### config.mk
export PLATFORM = sky130hd
export DESIGN_NAME = uart_core_flat
export DESIGN_NICKNAME = d
export VERILOG_FILES = /design/src/rtl/uart_core_if.sv /design/src/rtl/uart_core.sv /design/src/flat_wrapper.sv
export SDC_FILE = /design/constraint.sdc
export NUM_CORES = 1
export LEC_CHECK = 0
export CORE_MARGIN = 5
export CORE_UTILIZATION = 60
export CTS_CLUSTER_SIZE = 16
export DETAILED_ROUTE_END_ITERATION = 8
export PLACE_DENSITY = 0.85
export SYNTH_ARGS = -nofsm -noshare
export SYNTH_HDL_FRONTEND = slang
export SYNTH_SLANG_ARGS = --single-unit
### constraint.sdc
create_clock -name clk -period 2.35 [get_ports clk]
set_input_delay 0.5875 -clock clk [delete_from_list [all_inputs] [get_ports clk]]
set_output_delay 0.5875 -clock clk [all_outputs]
set_load 0.01 [all_outputs]
### src/rtl/uart_core_if.sv
// uart_core_if: host-side valid/ready handshakes of uart_core.
// master = host logic, slave = the UART.
interface uart_core_if #(
    parameter int DATA_BITS = 8
);
    logic [DATA_BITS-1:0] tx_data;
    logic                 tx_valid;
    logic                 tx_ready;
    logic [DATA_BITS-1:0] rx_data;
    logic                 rx_frame_err;
    logic                 rx_parity_err;
    logic                 rx_valid;
    logic                 rx_ready;
    logic                 rx_overrun;

    modport master (
        output tx_data, tx_valid, rx_ready,
        input  tx_ready, rx_data, rx_frame_err,
        input  rx_parity_err, rx_valid, rx_overrun
    );

    modport slave (
        input  tx_data, tx_valid, rx_ready,
        output tx_ready, rx_data, rx_frame_err,
        output rx_parity_err, rx_valid, rx_overrun
    );
endinterface

### src/rtl/uart_core.sv
// uart_core: full-duplex UART, baud generation, TX/RX FSMs, show-ahead RX FIFO.
// Define UART_PARITY_EN to insert and check a parity bit after the data bits.
module uart_core #(
    parameter int CLK_HZ        = 50_000_000,
    parameter int BIT_RATE      = 9600,
    parameter int DATA_BITS     = 8,
    parameter int STOP_BITS     = 1,
    parameter int PARITY_ODD    = 0,
    parameter int RX_FIFO_DEPTH = 4
) (
    input  logic       clk,
    input  logic       resetn,
    uart_core_if.slave ifc,
    output logic       tx_pin,
    input  logic       rx_pin
);
    localparam int CPB = CLK_HZ / BIT_RATE;
    localparam int CW  = $clog2(CPB);
    localparam int AW  = $clog2(RX_FIFO_DEPTH);
    localparam int EW  = DATA_BITS + 2;

    localparam logic [CW-1:0] CPB_M1    = CW'(CPB - 1);
    localparam logic [CW-1:0] HALF_M1   = CW'(CPB / 2 - 1);
    localparam logic [3:0]    LAST_BIT  = 4'(DATA_BITS - 1);
    localparam logic          LAST_STOP = 1'(STOP_BITS - 1);
`ifdef UART_PARITY_EN
    localparam logic          ODD       = 1'(PARITY_ODD);
`endif

    localparam logic [2:0] TX_IDLE  = 3'd0;
    localparam logic [2:0] TX_START = 3'd1;
    localparam logic [2:0] TX_DATA  = 3'd2;
    localparam logic [2:0] TX_STOP  = 3'd3;
`ifdef UART_PARITY_EN
    localparam logic [2:0] TX_PAR   = 3'd4;
`endif

    localparam logic [2:0] RX_IDLE  = 3'd0;
    localparam logic [2:0] RX_START = 3'd1;
    localparam logic [2:0] RX_DATA  = 3'd2;
    localparam logic [2:0] RX_STOP  = 3'd3;
`ifdef UART_PARITY_EN
    localparam logic [2:0] RX_PAR   = 3'd4;
`endif
    localparam logic [2:0] RX_WAIT  = 3'd5;

    logic [2:0]           tx_state;
    logic [CW-1:0]        tx_cnt;
    logic [3:0]           tx_bit;
    logic                 tx_stop;
    logic [DATA_BITS-1:0] tx_sh;
    logic                 tx_tick;
`ifdef UART_PARITY_EN
    logic                 tx_par;
`endif

    assign tx_tick      = (tx_cnt == '0);
    assign ifc.tx_ready = (tx_state == TX_IDLE);

    always_ff @(posedge clk or negedge resetn) begin
        if (!resetn) begin
            tx_state <= TX_IDLE;
            tx_pin   <= 1'b1;
            tx_cnt   <= '0;
            tx_bit   <= '0;
            tx_stop  <= 1'b0;
            tx_sh    <= '0;
`ifdef UART_PARITY_EN
            tx_par   <= 1'b0;
`endif
        end else begin
            if (tx_state != TX_IDLE)
                tx_cnt <= tx_tick ? CPB_M1 : tx_cnt - 1'b1;
            unique case (tx_state)
                TX_IDLE: if (ifc.tx_valid) begin
                    tx_state <= TX_START;
                    tx_pin   <= 1'b0;
                    tx_sh    <= ifc.tx_data;
                    tx_cnt   <= CPB_M1;
`ifdef UART_PARITY_EN
                    tx_par   <= ^ifc.tx_data ^ ODD;
`endif
                end
                TX_START: if (tx_tick) begin
                    tx_state <= TX_DATA;
                    tx_pin   <= tx_sh[0];
                    tx_sh    <= tx_sh >> 1;
                    tx_bit   <= '0;
                end
                TX_DATA: if (tx_tick) begin
                    if (tx_bit == LAST_BIT) begin
`ifdef UART_PARITY_EN
                        tx_state <= TX_PAR;
                        tx_pin   <= tx_par;
`else
                        tx_state <= TX_STOP;
                        tx_pin   <= 1'b1;
                        tx_stop  <= 1'b0;
`endif
                    end else begin
                        tx_pin <= tx_sh[0];
                        tx_sh  <= tx_sh >> 1;
                        tx_bit <= tx_bit + 1'b1;
                    end
                end
`ifdef UART_PARITY_EN
                TX_PAR: if (tx_tick) begin
                    tx_state <= TX_STOP;
                    tx_pin   <= 1'b1;
                    tx_stop  <= 1'b0;
                end
`endif
                TX_STOP: if (tx_tick) begin
                    if (tx_stop == LAST_STOP)
                        tx_state <= TX_IDLE;
                    else
                        tx_stop <= tx_stop + 1'b1;
                end
                default: tx_state <= TX_IDLE;
            endcase
        end
    end

    logic                 rx_s1, rx_s2, rx_s3;
    logic [2:0]           rx_state;
    logic [CW-1:0]        rx_cnt;
    logic [3:0]           rx_bit;
    logic                 rx_stop;
    logic [DATA_BITS-1:0] rx_sh;
    logic                 rx_ferr;
    logic                 rx_perr;
    logic                 rx_tick;
    logic                 rx_busy;
    logic                 ferr_now;
    logic                 push;

    always_ff @(posedge clk or negedge resetn) begin
        if (!resetn) begin
            rx_s1 <= 1'b1;
            rx_s2 <= 1'b1;
            rx_s3 <= 1'b1;
        end else begin
            rx_s1 <= rx_pin;
            rx_s2 <= rx_s1;
            rx_s3 <= rx_s2;
        end
    end

    assign rx_tick  = (rx_cnt == '0);
    assign rx_busy  = (rx_state != RX_IDLE) && (rx_state != RX_WAIT);
    assign ferr_now = rx_ferr | ~rx_s2;
    assign push     = (rx_state == RX_STOP) && rx_tick &&
                      (rx_stop == LAST_STOP);

    always_ff @(posedge clk or negedge resetn) begin
        if (!resetn) begin
            rx_state <= RX_IDLE;
            rx_cnt   <= '0;
            rx_bit   <= '0;
            rx_stop  <= 1'b0;
            rx_sh    <= '0;
            rx_ferr  <= 1'b0;
            rx_perr  <= 1'b0;
        end else begin
            if (rx_busy)
                rx_cnt <= rx_tick ? CPB_M1 : rx_cnt - 1'b1;
            unique case (rx_state)
                RX_IDLE: if (rx_s3 && !rx_s2) begin
                    rx_state <= RX_START;
                    rx_cnt   <= HALF_M1;
                end
                // a start bit that is high again at mid-bit is a glitch
                RX_START: if (rx_tick) begin
                    if (rx_s2) begin
                        rx_state <= RX_IDLE;
                    end else begin
                        rx_state <= RX_DATA;
                        rx_bit   <= '0;
                        rx_perr  <= 1'b0;
                    end
                end
                RX_DATA: if (rx_tick) begin
                    rx_sh <= {rx_s2, rx_sh[DATA_BITS-1:1]};
                    if (rx_bit == LAST_BIT) begin
`ifdef UART_PARITY_EN
                        rx_state <= RX_PAR;
`else
                        rx_state <= RX_STOP;
`endif
                        rx_stop  <= 1'b0;
                        rx_ferr  <= 1'b0;
                    end else begin
                        rx_bit <= rx_bit + 1'b1;
                    end
                end
`ifdef UART_PARITY_EN
                RX_PAR: if (rx_tick) begin
                    rx_perr  <= rx_s2 ^ (^rx_sh) ^ ODD;
                    rx_state <= RX_STOP;
                end
`endif
                RX_STOP: if (rx_tick) begin
                    rx_ferr <= ferr_now;
                    if (rx_stop == LAST_STOP)
                        rx_state <= ferr_now ? RX_WAIT : RX_IDLE;
                    else
                        rx_stop <= rx_stop + 1'b1;
                end
                RX_WAIT: if (rx_s2) rx_state <= RX_IDLE;
                default: rx_state <= RX_IDLE;
            endcase
        end
    end

    // wrap bit on each pointer separates full from empty
    logic [EW-1:0] mem [RX_FIFO_DEPTH];
    logic [EW-1:0] head;
    logic [AW:0]   wp, rp;
    logic          empty, full, pop, wr;

    assign empty = (wp == rp);
    assign full  = (wp[AW] != rp[AW]) && (wp[AW-1:0] == rp[AW-1:0]);
    assign pop   = ifc.rx_ready && !empty;
    assign wr    = push && (!full || pop);
    assign head  = mem[rp[AW-1:0]];

    always_ff @(posedge clk or negedge resetn) begin
        if (!resetn) begin
            wp             <= '0;
            rp             <= '0;
            ifc.rx_overrun <= 1'b0;
        end else begin
            if (wr)  wp <= wp + 1'b1;
            if (pop) rp <= rp + 1'b1;
            ifc.rx_overrun <= push && full && !pop;
        end
    end

    always_ff @(posedge clk) begin
        if (wr) mem[wp[AW-1:0]] <= {rx_perr, ferr_now, rx_sh};
    end

    assign ifc.rx_valid      = !empty;
    assign ifc.rx_data       = empty ? '0 : head[DATA_BITS-1:0];
    assign ifc.rx_frame_err  = !empty && head[DATA_BITS];
`ifdef UART_PARITY_EN
    assign ifc.rx_parity_err = !empty && head[DATA_BITS+1];
`else
    assign ifc.rx_parity_err = 1'b0;
`endif
endmodule

### src/flat_wrapper.sv
// flat-port wrapper written by rule: the top's interface ports become plain ports
module uart_core_flat 
#(
    parameter int CLK_HZ        = 50_000_000,
    parameter int BIT_RATE      = 9600,
    parameter int DATA_BITS     = 8,
    parameter int STOP_BITS     = 1,
    parameter int PARITY_ODD    = 0,
    parameter int RX_FIFO_DEPTH = 4
)
  (clk, resetn, tx_pin, rx_pin, ifc_tx_data, ifc_tx_valid, ifc_rx_ready, ifc_tx_ready, ifc_rx_data, ifc_rx_frame_err, ifc_rx_parity_err, ifc_rx_valid, ifc_rx_overrun);
  uart_core_if #(.DATA_BITS(DATA_BITS)) ifc_i ();
  input  logic clk;
  input  logic resetn;
  output logic tx_pin;
  input  logic rx_pin;
  input wire logic [$bits(ifc_i.tx_data)-1:0] ifc_tx_data;
  input wire logic [$bits(ifc_i.tx_valid)-1:0] ifc_tx_valid;
  input wire logic [$bits(ifc_i.rx_ready)-1:0] ifc_rx_ready;
  output wire logic [$bits(ifc_i.tx_ready)-1:0] ifc_tx_ready;
  output wire logic [$bits(ifc_i.rx_data)-1:0] ifc_rx_data;
  output wire logic [$bits(ifc_i.rx_frame_err)-1:0] ifc_rx_frame_err;
  output wire logic [$bits(ifc_i.rx_parity_err)-1:0] ifc_rx_parity_err;
  output wire logic [$bits(ifc_i.rx_valid)-1:0] ifc_rx_valid;
  output wire logic [$bits(ifc_i.rx_overrun)-1:0] ifc_rx_overrun;
  assign ifc_i.tx_data = ifc_tx_data;
  assign ifc_i.tx_valid = ifc_tx_valid;
  assign ifc_i.rx_ready = ifc_rx_ready;
  assign ifc_tx_ready = ifc_i.tx_ready;
  assign ifc_rx_data = ifc_i.rx_data;
  assign ifc_rx_frame_err = ifc_i.rx_frame_err;
  assign ifc_rx_parity_err = ifc_i.rx_parity_err;
  assign ifc_rx_valid = ifc_i.rx_valid;
  assign ifc_rx_overrun = ifc_i.rx_overrun;
  uart_core #(.CLK_HZ(CLK_HZ), .BIT_RATE(BIT_RATE), .DATA_BITS(DATA_BITS), .STOP_BITS(STOP_BITS), .PARITY_ODD(PARITY_ODD), .RX_FIFO_DEPTH(RX_FIFO_DEPTH)) u_core (.clk(clk), .resetn(resetn), .ifc(ifc_i), .tx_pin(tx_pin), .rx_pin(rx_pin));
endmodule
==> results of run 1 <==
==> layer usage <==
metal / track usage [%] / vias to the layer above
met5: 0 / -
met4: 6.97 / 0
met3: 3.04 / 15
met2: 33.0 / 76
met1: 27.4 / 1700
li1: - / 1677
==> worst reg2reg max path: stages, from the launching register on <==
cell and delay [ns]:
dfrtp_1 0.39, inv_1 0.13, ha_1 0.16, nor4b_2 0.26
nand3_1 0.23, nor3_4 0.34, and2_1 0.24, buf_12 0.14
==> through the flow <==
stage               total power [mW]  util (%)  instances
floorplan                       4.02         -        421
global placement                4.61      66.3        555
detailed placement              4.70      66.3        555
CTS                             5.86      69.2        580
global route                    6.47      70.6        584
finish                          6.06      70.6        584
==> kinds of logic (layout without fill, tap and decap cells) <==
logic type,Yosys count,count (layout),share of synthesized area [%]
flip-flops,103,103,53.3
multiplexers,34,34,9.34
XOR/XNOR,13,13,2.56
other,1,1,0.0723
AND/OR/NAND/NOR,126,126,15.9
adder cells (fa/ha/maj),16,16,3.86
AO/OA/AOI/OAI,89,89,11.6
buffers and inverters,39,94,3.33
==> layout make-up <==
| cell class | count | area, µm² | share of cell area (%) |
|---|---|---|---|
| clock buffers | 9 | 124 | 2.05 |
| well taps | 108 | 135 | 2.24 |
| repair buffers | 55 | 532 | 8.81 |
| flip-flops and latches | 103 | 2770 | 45.8 |
| inverters | 23 | 86.3 | 1.43 |
| multi-input cells | 279 | 2310 | 38.3 |
| clock inverters | 7 | 86.3 | 1.43 |
==> registers in the layout, summed over array words and instances, names as in the netlist, 3 cells and up <==
name             count
u_core.rx_sh         8
u_core.tx_cnt       13
u_core.rp            3
u_core.tx_sh         8
u_core.rx_cnt       13
u_core.rx_bit        4
u_core.wp            3
u_core.mem          36
u_core.rx_state      3
u_core.tx_bit        4
==> Yosys cell counts, types with 3 or more instances <==
cell	n	area (µm²)
a21oi_1	16	80.1
a31oi_1	7	43.8
and2_1	4	25.0
and3_1	6	37.5
buf_2	3	15.0
buf_4	4	30.0
clkbuf_1	8	30.0
dfrtp_1	63	1580
dfstp_2	4	105
edfxtp_1	36	1080
ha_1	16	200
inv_1	23	86.3
mux2_2	25	282
mux4_2	9	203
nand2_1	8	30.0
nand2b_1	7	43.8
nand3_1	14	70.1
nand3b_1	4	30.0
nand4_1	4	25.0
nor2_1	20	75.1
nor2b_1	14	87.6
nor3_1	12	60.1
nor4_4	3	63.8
o211ai_1	8	60.1
o21ai_0	26	130
o31ai_1	3	22.5
or2_2	3	18.8
or3_1	5	31.3
or4_1	4	30.0
xnor2_1	7	61.3
xor2_1	5	43.8
==> power by group through the flow <==
stage | Sequential, mW | Combinational, mW | Clock [mW]
global route | 2.56 | 2.69 | 1.22
floorplan | 2.45 | 1.57 | 0
finish | 2.51 | 2.44 | 1.11
detailed placement | 2.54 | 2.16 | 0
global placement | 2.50 | 2.11 | 0
CTS | 2.50 | 2.22 | 1.13
==> worst paths after layout <==
kind / cells after the start / slack, ns / endpoint
max: 5 / -0.008 / ifc_rx_data[0]
min: 1 / 0.13 / u_core.tx_cnt[3]
max reg2reg: 7 / 0.19 / u_core.mem[2][8]
min reg2reg: 0 / 0.36 / u_core.rx_s2
max in group asynchronous: 2 / 1.56 / u_core.rx_s2
min in group clk: 0 / 0.36 / u_core.rx_s2
==> repair_timing <==
item                       4_1_cts  5_1_grt
gates cloned                     1        0
pin swaps                        3        1
buffers inserted                 8        5
setup endpoints to repair       11       12
hold endpoints to repair         0        0
gates resized for setup         47       19
==> out/results.txt, run 1 <==
Status - finished with violations
Failing checks - negative setup slack
Clock network power share - 18.3%
Number of synthesized flops with an enable pin - 36
Worst path bufs/invs - 3
Vias per cell - 5.94
DRT met1 WL - 4340 µm
Pre-CTS setup slack - 0.0440 ns
Cell mode on critical path - buf_6
Unique masters post-synth - 70
Worst vdd ir - 0.789 mV
Pint - 3.90 mW
Final HPWL DP - 6860 µm
Io pins - 27
Pwr/cell area - 1000 nW/µm²
Final hold vios - 0
Leakage Power - 2.37 nW
Grt ovf - 0
Die height - 103 µm
Core Box Area - 8550 µm²
Worst setup startpoint - u_core.rp[0]
Metal3 WL - 354 µm
Final worst path period share - 100%
Placed cell area - 5670 µm²
Ys flop type - dfrtp_1
1st-iter DRT viols - 261
Sw Share - 35.6%
Initial antenna violation count - 0
Maximum fanout along the worst path - 5
Flop pwr share - 41.4%
Vias in the first global route - 3432
Commonest non-fill, non-tap cell in the layout - dfrtp_1
I/O Buffers - 25
Yosys reg bits - 103
Via count - 3468
Critical path class - reg -> out
Crit Reg-Reg Startpoint - u_core.rx_cnt[0]
Post-Synthesis Net Count - 450
Average size of a mapped cell - 12.3 µm²
TritonCTS clock tree - yes
RSZ-0062 raised after global routing - yes
Initial Util - 60.6%
Comb power frac - 40.3%
Global-route wire length before repair - 16600 µm
Crit path cell chain - buf_6 -> buf_6 -> mux4_2 -> nor2b_1 -> buf_2
Crit-path max cell delay - 0.48 ns
Crit-path leading delay family - multiplexers
Most frequent cells in the layout - 61 x dfrtp_1, 36 x edfxtp_1, 26 x o21ai_0
Total clock sinks - 103
Largest net degree at the start of global routing - 52
Setup crit end kind - output port
Slowest CP cell - mux4_2
Num CTS Buffers - 9
Clk_lat worst skew - 0.38 ns
Pre-Repair DR Iteration Count - 4
Slew @ Worst Pin - 0.603 ns
Standard-cell rows - 34
Post-route ant nets - 0
Final weighted congestion in routability-driven placement - 0.836
NetSw - 2.16 mW
DRC viols - 0
Drt total wl - 9790 µm
H-tree Lvls - 3
CP arrival - 1.77 ns
Cells after Synth - 421
Layout fillers - 559
Share of flip-flops with an asynchronous set or reset - 65.0%
FMAX - 424 MHz
Final Slew Violations - 0
Final Instance Area - 6040 µm²
# Max-Cap Violations - 0
Hold Buf Count CTS - 0
Die X - 103 µm
Share of cells above drive strength 1 - 26.1%
Maximum clock path buffer count - 2
GRT Util Overall - 20.1%
Worst setup SP type - flop
Final Skew - 0.0157 ns
Setup Viol. Count Final - 1
Routed length on met2 - 4890 µm
Register area share after synthesis - 53.3%
Yosys warns - 0
Final setup margin - -0.00773 ns
Crit path required time - 1.76 ns
Top layer in use - met4
Cell area after synthesis - 5180 µm²
ANT cells - 0
Root Buffer - clkbuf_8
Slew headroom - 59.7%
Final nets - 500
Worst hold path type - in -> async
Layout area overhead - 16.5%
Wirelength per Cell - 16.8 µm
Setup TNS Final - -0.00773 ns
Clk slew on worst S/H paths - 0.11 ns
Die ar. - 10600 µm²
Hold slack - 0.131 ns
Minimum clock period - 2.36 ns
(Power assumes the default switching activity.)
==> inputs of run 2 (changes only) <==
Settings changed: CTS_CLUSTER_SIZE 16 to 40.
==> results of run 2 <==
Final layout, timing and power as in run 1 (identical DEF).
